### src/rtl/target_sequencer_if.sv
// Bus bundle between the target sequencer and its environment: game control
// inputs, the target memory read port and the judged-target outputs.
interface TargetSequencerIf #(
    parameter int AW = 4
);
    logic          iStart;
    logic [7:0]    iSW;
    logic [AW-1:0] oAddr;
    logic [7:0]    iMemData;
    logic [7:0]    oMemValue;
    logic          oValid;
    logic          oHit;
    logic          oMiss;
    logic [AW-1:0] oIndex;
    logic          oDone;

    // Sequencer side: drives the memory address and the judged-target outputs
    modport master (
        input  iStart,
        input  iSW,
        input  iMemData,
        output oAddr,
        output oMemValue,
        output oValid,
        output oHit,
        output oMiss,
        output oIndex,
        output oDone
    );

    // Environment side: memory, switches, downstream score logic
    modport slave (
        output iStart,
        output iSW,
        output iMemData,
        input  oAddr,
        input  oMemValue,
        input  oValid,
        input  oHit,
        input  oMiss,
        input  oIndex,
        input  oDone
    );
endinterface

### src/rtl/target_sequencer.sv
// Target sequencer for the switch-match game. Walks a registered-output
// target ROM, presents one target at a time, debounces the player's switches
// against it and emits a one-cycle hit or miss pulse before moving on.
// DEPTH must be at least 2 so the address bus is at least one bit wide.
module target_sequencer #(
    parameter int DEPTH          = 16,
    parameter int HOLD_CYCLES    = 4,
    parameter int TIMEOUT_CYCLES = 50000000
) (
    input  logic            iClk,
    input  logic            iRst,
    TargetSequencerIf.master bus
);
    localparam int AW = $clog2(DEPTH);
    localparam int TW = (TIMEOUT_CYCLES > 1) ? $clog2(TIMEOUT_CYCLES) : 1;
    localparam int SW = $clog2(HOLD_CYCLES + 1);

    localparam logic [AW-1:0] IDX_LAST    = AW'(DEPTH - 1);
    localparam logic [TW-1:0] TIMER_LAST  = TW'(TIMEOUT_CYCLES - 1);
    localparam logic [SW-1:0] STABLE_LAST = SW'(HOLD_CYCLES - 1);
    localparam logic [SW-1:0] STABLE_MAX  = SW'(HOLD_CYCLES);

    typedef enum logic [2:0] {
        IDLE,
        FETCH,
        LOAD,
        PRESENT,
        DONE
    } seqState_t;

    seqState_t     state, stateNext;
    logic [AW-1:0] idx, idxNext;
    logic [7:0]    memValue, memValueNext;
    logic          valid, validNext;
    logic          hit, hitNext;
    logic          miss, missNext;
    logic          done, doneNext;
    logic [TW-1:0] timer, timerNext;
    logic [SW-1:0] stable, stableNext;
    logic          sampleMatch;

    // The address and the reported index are the same counter: the ROM is
    // always pointed at the target currently being fetched or judged.
    assign bus.oAddr     = idx;
    assign bus.oIndex    = idx;
    assign bus.oMemValue = memValue;
    assign bus.oValid    = valid;
    assign bus.oHit      = hit;
    assign bus.oMiss     = miss;
    assign bus.oDone     = done;

    assign sampleMatch = (bus.iSW == memValue);

    // State and datapath registers; reset wins over everything, including a
    // hit or miss that would otherwise land on the same edge.
    always_ff @(posedge iClk) begin
        if (iRst) begin
            state    <= IDLE;
            idx      <= '0;
            memValue <= '0;
            valid    <= 1'b0;
            hit      <= 1'b0;
            miss     <= 1'b0;
            done     <= 1'b0;
            timer    <= '0;
            stable   <= '0;
        end else begin
            state    <= stateNext;
            idx      <= idxNext;
            memValue <= memValueNext;
            valid    <= validNext;
            hit      <= hitNext;
            miss     <= missNext;
            done     <= doneNext;
            timer    <= timerNext;
            stable   <= stableNext;
        end
    end

    // Next-state and next-output logic; hit and miss default low so each
    // pulse lasts exactly one cycle.
    always_comb begin
        stateNext    = state;
        idxNext      = idx;
        memValueNext = memValue;
        validNext    = valid;
        hitNext      = 1'b0;
        missNext     = 1'b0;
        doneNext     = done;
        timerNext    = timer;
        stableNext   = stable;

        unique case (state)
            IDLE: begin
                validNext = 1'b0;
                if (bus.iStart) begin
                    idxNext   = '0;
                    stateNext = FETCH;
                end
            end

            FETCH: begin
                validNext = 1'b0;
                doneNext  = 1'b0;
                stateNext = LOAD;
            end

            LOAD: begin
                memValueNext = bus.iMemData;
                validNext    = 1'b1;
                timerNext    = '0;
                stableNext   = '0;
                stateNext    = PRESENT;
            end

            PRESENT: begin
                if (sampleMatch) begin
                    if (stable != STABLE_MAX) begin
                        stableNext = stable + SW'(1);
                    end
                end else begin
                    stableNext = '0;
                end

                if (sampleMatch && (stable == STABLE_LAST)) begin
                    hitNext = 1'b1;
                end else if (timer == TIMER_LAST) begin
                    missNext = 1'b1;
                end else begin
                    timerNext = timer + TW'(1);
                end

                if (hitNext || missNext) begin
                    validNext = 1'b0;
                    if (idx == IDX_LAST) begin
                        doneNext  = 1'b1;
                        stateNext = DONE;
                    end else begin
                        idxNext   = idx + AW'(1);
                        stateNext = FETCH;
                    end
                end
            end

            DONE: begin
                validNext = 1'b0;
                doneNext  = 1'b1;
                if (bus.iStart) begin
                    doneNext  = 1'b0;
                    idxNext   = '0;
                    stateNext = FETCH;
                end
            end

            default: begin
                stateNext = IDLE;
                validNext = 1'b0;
            end
        endcase
    end
endmodule
### src/flat_wrapper.sv
// flat-port wrapper written by rule: the top's interface ports become plain ports
module target_sequencer_flat 
#(
    parameter int DEPTH          = 16,
    parameter int HOLD_CYCLES    = 4,
    parameter int TIMEOUT_CYCLES = 50000000
)
  (iClk, iRst, bus_iStart, bus_iSW, bus_iMemData, bus_oAddr, bus_oMemValue, bus_oValid, bus_oHit, bus_oMiss, bus_oIndex, bus_oDone);
  TargetSequencerIf bus_i ();
  input  logic iClk;
  input  logic iRst;
  input wire logic [$bits(bus_i.iStart)-1:0] bus_iStart;
  input wire logic [$bits(bus_i.iSW)-1:0] bus_iSW;
  input wire logic [$bits(bus_i.iMemData)-1:0] bus_iMemData;
  output wire logic [$bits(bus_i.oAddr)-1:0] bus_oAddr;
  output wire logic [$bits(bus_i.oMemValue)-1:0] bus_oMemValue;
  output wire logic [$bits(bus_i.oValid)-1:0] bus_oValid;
  output wire logic [$bits(bus_i.oHit)-1:0] bus_oHit;
  output wire logic [$bits(bus_i.oMiss)-1:0] bus_oMiss;
  output wire logic [$bits(bus_i.oIndex)-1:0] bus_oIndex;
  output wire logic [$bits(bus_i.oDone)-1:0] bus_oDone;
  assign bus_i.iStart = bus_iStart;
  assign bus_i.iSW = bus_iSW;
  assign bus_i.iMemData = bus_iMemData;
  assign bus_oAddr = bus_i.oAddr;
  assign bus_oMemValue = bus_i.oMemValue;
  assign bus_oValid = bus_i.oValid;
  assign bus_oHit = bus_i.oHit;
  assign bus_oMiss = bus_i.oMiss;
  assign bus_oIndex = bus_i.oIndex;
  assign bus_oDone = bus_i.oDone;
  target_sequencer #(.DEPTH(DEPTH), .HOLD_CYCLES(HOLD_CYCLES), .TIMEOUT_CYCLES(TIMEOUT_CYCLES)) u_core (.iClk(iClk), .iRst(iRst), .bus(bus_i));
endmodule
### config.mk
export PLATFORM = sky130hd
export DESIGN_NAME = target_sequencer_flat
export DESIGN_NICKNAME = d
export VERILOG_FILES = /design/src/rtl/target_sequencer_if.sv /design/src/rtl/target_sequencer.sv /design/src/flat_wrapper.sv
export SDC_FILE = /design/constraint.sdc
export NUM_CORES = 1
export LEC_CHECK = 0
export ABC_AREA = 1
export CAP_MARGIN = 0
export CORE_ASPECT_RATIO = 1.2
export CORE_UTILIZATION = 60
export CTS_CLUSTER_SIZE = 28
export DETAILED_ROUTE_END_ITERATION = 16
export GPL_TIMING_DRIVEN = 0
export PLACE_DENSITY_LB_ADDON = 0.12
export RECOVER_POWER = 25
export SLEW_MARGIN = 15
export SYNTH_ARGS = -nofsm -noshare
export SYNTH_HDL_FRONTEND = slang
export SYNTH_SLANG_ARGS = --single-unit
### constraint.sdc
create_clock -name iClk -period 3.5 [get_ports iClk]
set_clock_uncertainty 0.05 [all_clocks]
set_input_delay 0.525 -clock iClk [delete_from_list [all_inputs] [get_ports iClk]]
set_output_delay 0.525 -clock iClk [all_outputs]
set_load 0.03 [all_outputs]
==> results by group <==
Timing
  • Worst slew margin: between 50% and 60%
  • Final setup viols: 0
  • Unrepaired setup endpoints after global routing: no
  • Worst-Margin Slew: 729.1 ps
  • Max Fclk: 443.8 MHz
  • Crit share post-route: between 60% and 70%
  • Final TNS setup: 0 ps
  • Min Tclk post-route: approximately 2300 ps
  • Final Hold Viols: 0
  • Max-slew violations: 0

Route
  • DR WL/cell: 13.02 um
  • DRT met1 WL: 2997 um
  • Vias per inst: between 5 and 6
  • Highest metal used: met4
  • Metal2 WL: around 4000 um
  • Via Count: 3,018
  • Final ANT Viol Nets: 0
  • Remaining DRCs: 0
  • Starting DRT DRC Count: 304
  • Metal3 WL: 298 um
  • Pre-Repair DR Iteration Count: 4
  • WL final: between 7000 and 8000 um

Status
  • Status: finished clean

Synth
  • Avg Cell Area, Syn: 6.377 sq um
  • Synth top area cells: dfxtp_1 32%, nand2_1 16%, nor2_1 9.3%
  • Gate Count Post-Synth: around 460
  • Syn_nets: 488
  • Sequential area share after synthesis: between 30% and 40%
  • Synth Warn #: 0
  • Synth unique cells: 35
  • FF+latch count, synth: 48
  • Synthesized area: 0.002959 sq mm
  • Leading area contributor after synthesis: dfxtp_1
  • Synth top area share: 32.47%

Finish
  • Most common cell after layout, fill and taps aside: nand2_1
  • NumNets Final: 532
  • Layout cells sized above 1: 6.483%
  • Diode count: 0
  • Layout area overhead: 18.56%
  • Most frequent cells in the layout: 128 x nand2_1, 74 x nor2_1, 60 x inv_1

Run
  • # Max-Cap Violations: 0

Setup path
  • Setup crit end kind: flop
  • CP startpoint: u_core.state[2]
  • FF-to-FF Start: u_core.state[2]
  • WS Path Type: flop to flop
  • Crit path arrival time: 2470 ps
  • Startpoint Class: flop
  • Worst path required time: 3710 ps
  • Max Fanout on Critical Path: 10

GRT
  • Initial antenna violation count: 0
  • Largest net degree at the start of global routing: 17
  • First-pass GRT wire length: 12,380 um
  • Grt ovf: 0
  • Vias in the first global route: roughly 2,900
  • GRT Total Usage: 30.21%

Placed design
  • DP HPWL: 5436 um
  • Final RePlAce weighted congestion: 0.8829
  • Number of port buffers: 37

Die
  • Die W: around 66 um
  • Die height: about 79 um
  • Io pins: 39
  • Starting density of the core: approximately 63%
  • Die area: ~0.0052 sq mm
  • Core Area: 0.004662 sq mm
  • Cell Rows: 27

Clock network
  • CTS buffer count: 5
  • Clk sinks: 48
  • Clk_lat worst skew: 310 ps
  • Clk buf depth: 2
  • Clk root buf: clkbuf_8
  • Clock slew at reported path FFs: approximately 100 ps
  • CTS tree: built
  • Htree depth: 2
  • Hold buffers post-CTS: 0
  • Post-CTS sizing: 0
  • Setup Buffers After CTS: 0

Power
  • Final Power: just over 2 mW
  • Peak VDD IR: around 0.00057 V
  • Leak pwr: approximately 1.5 nW
  • PwrDens: slightly below 600 mW/mm^2

Hold path
  • Hold Path Origin: u_core.bus.oValid
  • HP Class: flop to flop
-- where the power goes --
| part | internal [mW] | total, mW | leakage, nW | switching, mW |
|---|---|---|---|---|
| clock network | 0.216 | 0.421 | 0.0548 | 0.205 |
| logic | 0.347 | 0.903 | 1.01 | 0.556 |
| registers | 0.625 | 0.706 | 0.390 | 0.0804 |
| total | 1.19 | 2.03 | 1.45 | 0.842 |
-- stage by stage --
stage               utilization, %  setup slack (ps)  std cells  cell area, sq um  hold slack, ps
CTS                          75.44              1377        567              3517           421.9
floorplan                        -              1825        464              2959           400.3
global placement             72.97              1250        559              3402           383.2
finish                       75.26              1247        567              3508           428.4
global route                 75.26              1098        567              3508           454.3
detailed placement           72.97              1187        559              3402           398.2
-- flip-flops by register name, indices dropped and copies added, names as in the netlist --
name,cells
u_core.bus.oAddr,4
u_core.bus.oDone,1
u_core.bus.oHit,1
u_core.bus.oMemValue,8
u_core.bus.oMiss,1
u_core.bus.oValid,1
u_core.stable,3
u_core.state,3
u_core.timer,26
-- critical path, cell delays in order, from the launching register on --
cell and delay (ps):
dfxtp_1 340, inv_1 100, nand2_1 70, nor2_1 370
inv_1 220, nor2_2 210, clkbuf_1 450, o21ai_0 180
nand2_1 100, nand2_1 50, inv_1 40
-- Yosys cell counts, drive strengths merged --
cell and count:
a211oi 1, a21oi 20, a31oi 1, and2 1
and3 1, buf 10, clkbuf 7, clkinv 1
dfxtp 48, ha 5, inv 61, nand2 131
nand3 38, nand4 9, nor2 80, nor3 10
nor4 1, o21ai 18, o22ai 1, o31ai 3
xnor2 6, xor2 11
-- kinds of logic after synthesis --
kind of cell / Yosys count / share of synthesized area (%)
flops: 48 / 32.47
compound gates: 44 / 8.034
simple gates: 271 / 40.38
xor+xnor: 17 / 5.032
fa+ha+maj: 5 / 2.114
buf+inv: 79 / 11.97
-- layer usage --
metal,up-vias,GRT usage (%)
met1,1391,32.15
met5,-,0
li1,1539,-
met4,0,13.40
met3,16,4.885
met2,72,56.73
-- path summary, 6_finish.rpt --
| path | slack, ps | cells after the start | to |
|---|---|---|---|
| worst max-delay path | 1250 | 10 | u_core.timer[17] |
| worst min-delay path | 430 | 2 | u_core.bus.oValid |
| worst max register to register | 1250 | 10 | u_core.timer[17] |
| worst min register to register | 430 | 2 | u_core.bus.oValid |
-- cell type report --
type | count | area, sq um
Buffer | 17 | 120.1
Clock buffer | 5 | 68.82
Clock inverter | 3 | 46.29
Fill cell | 397 | 1154
Inverter | 62 | 232.7
Multi-Input combinational cell | 337 | 1637
Sequential cell | 48 | 960.9
Tap cell | 58 | 72.57
Timing Repair Buffer | 37 | 370.4
No activity file was read; power rests on OpenSTA's default activity.
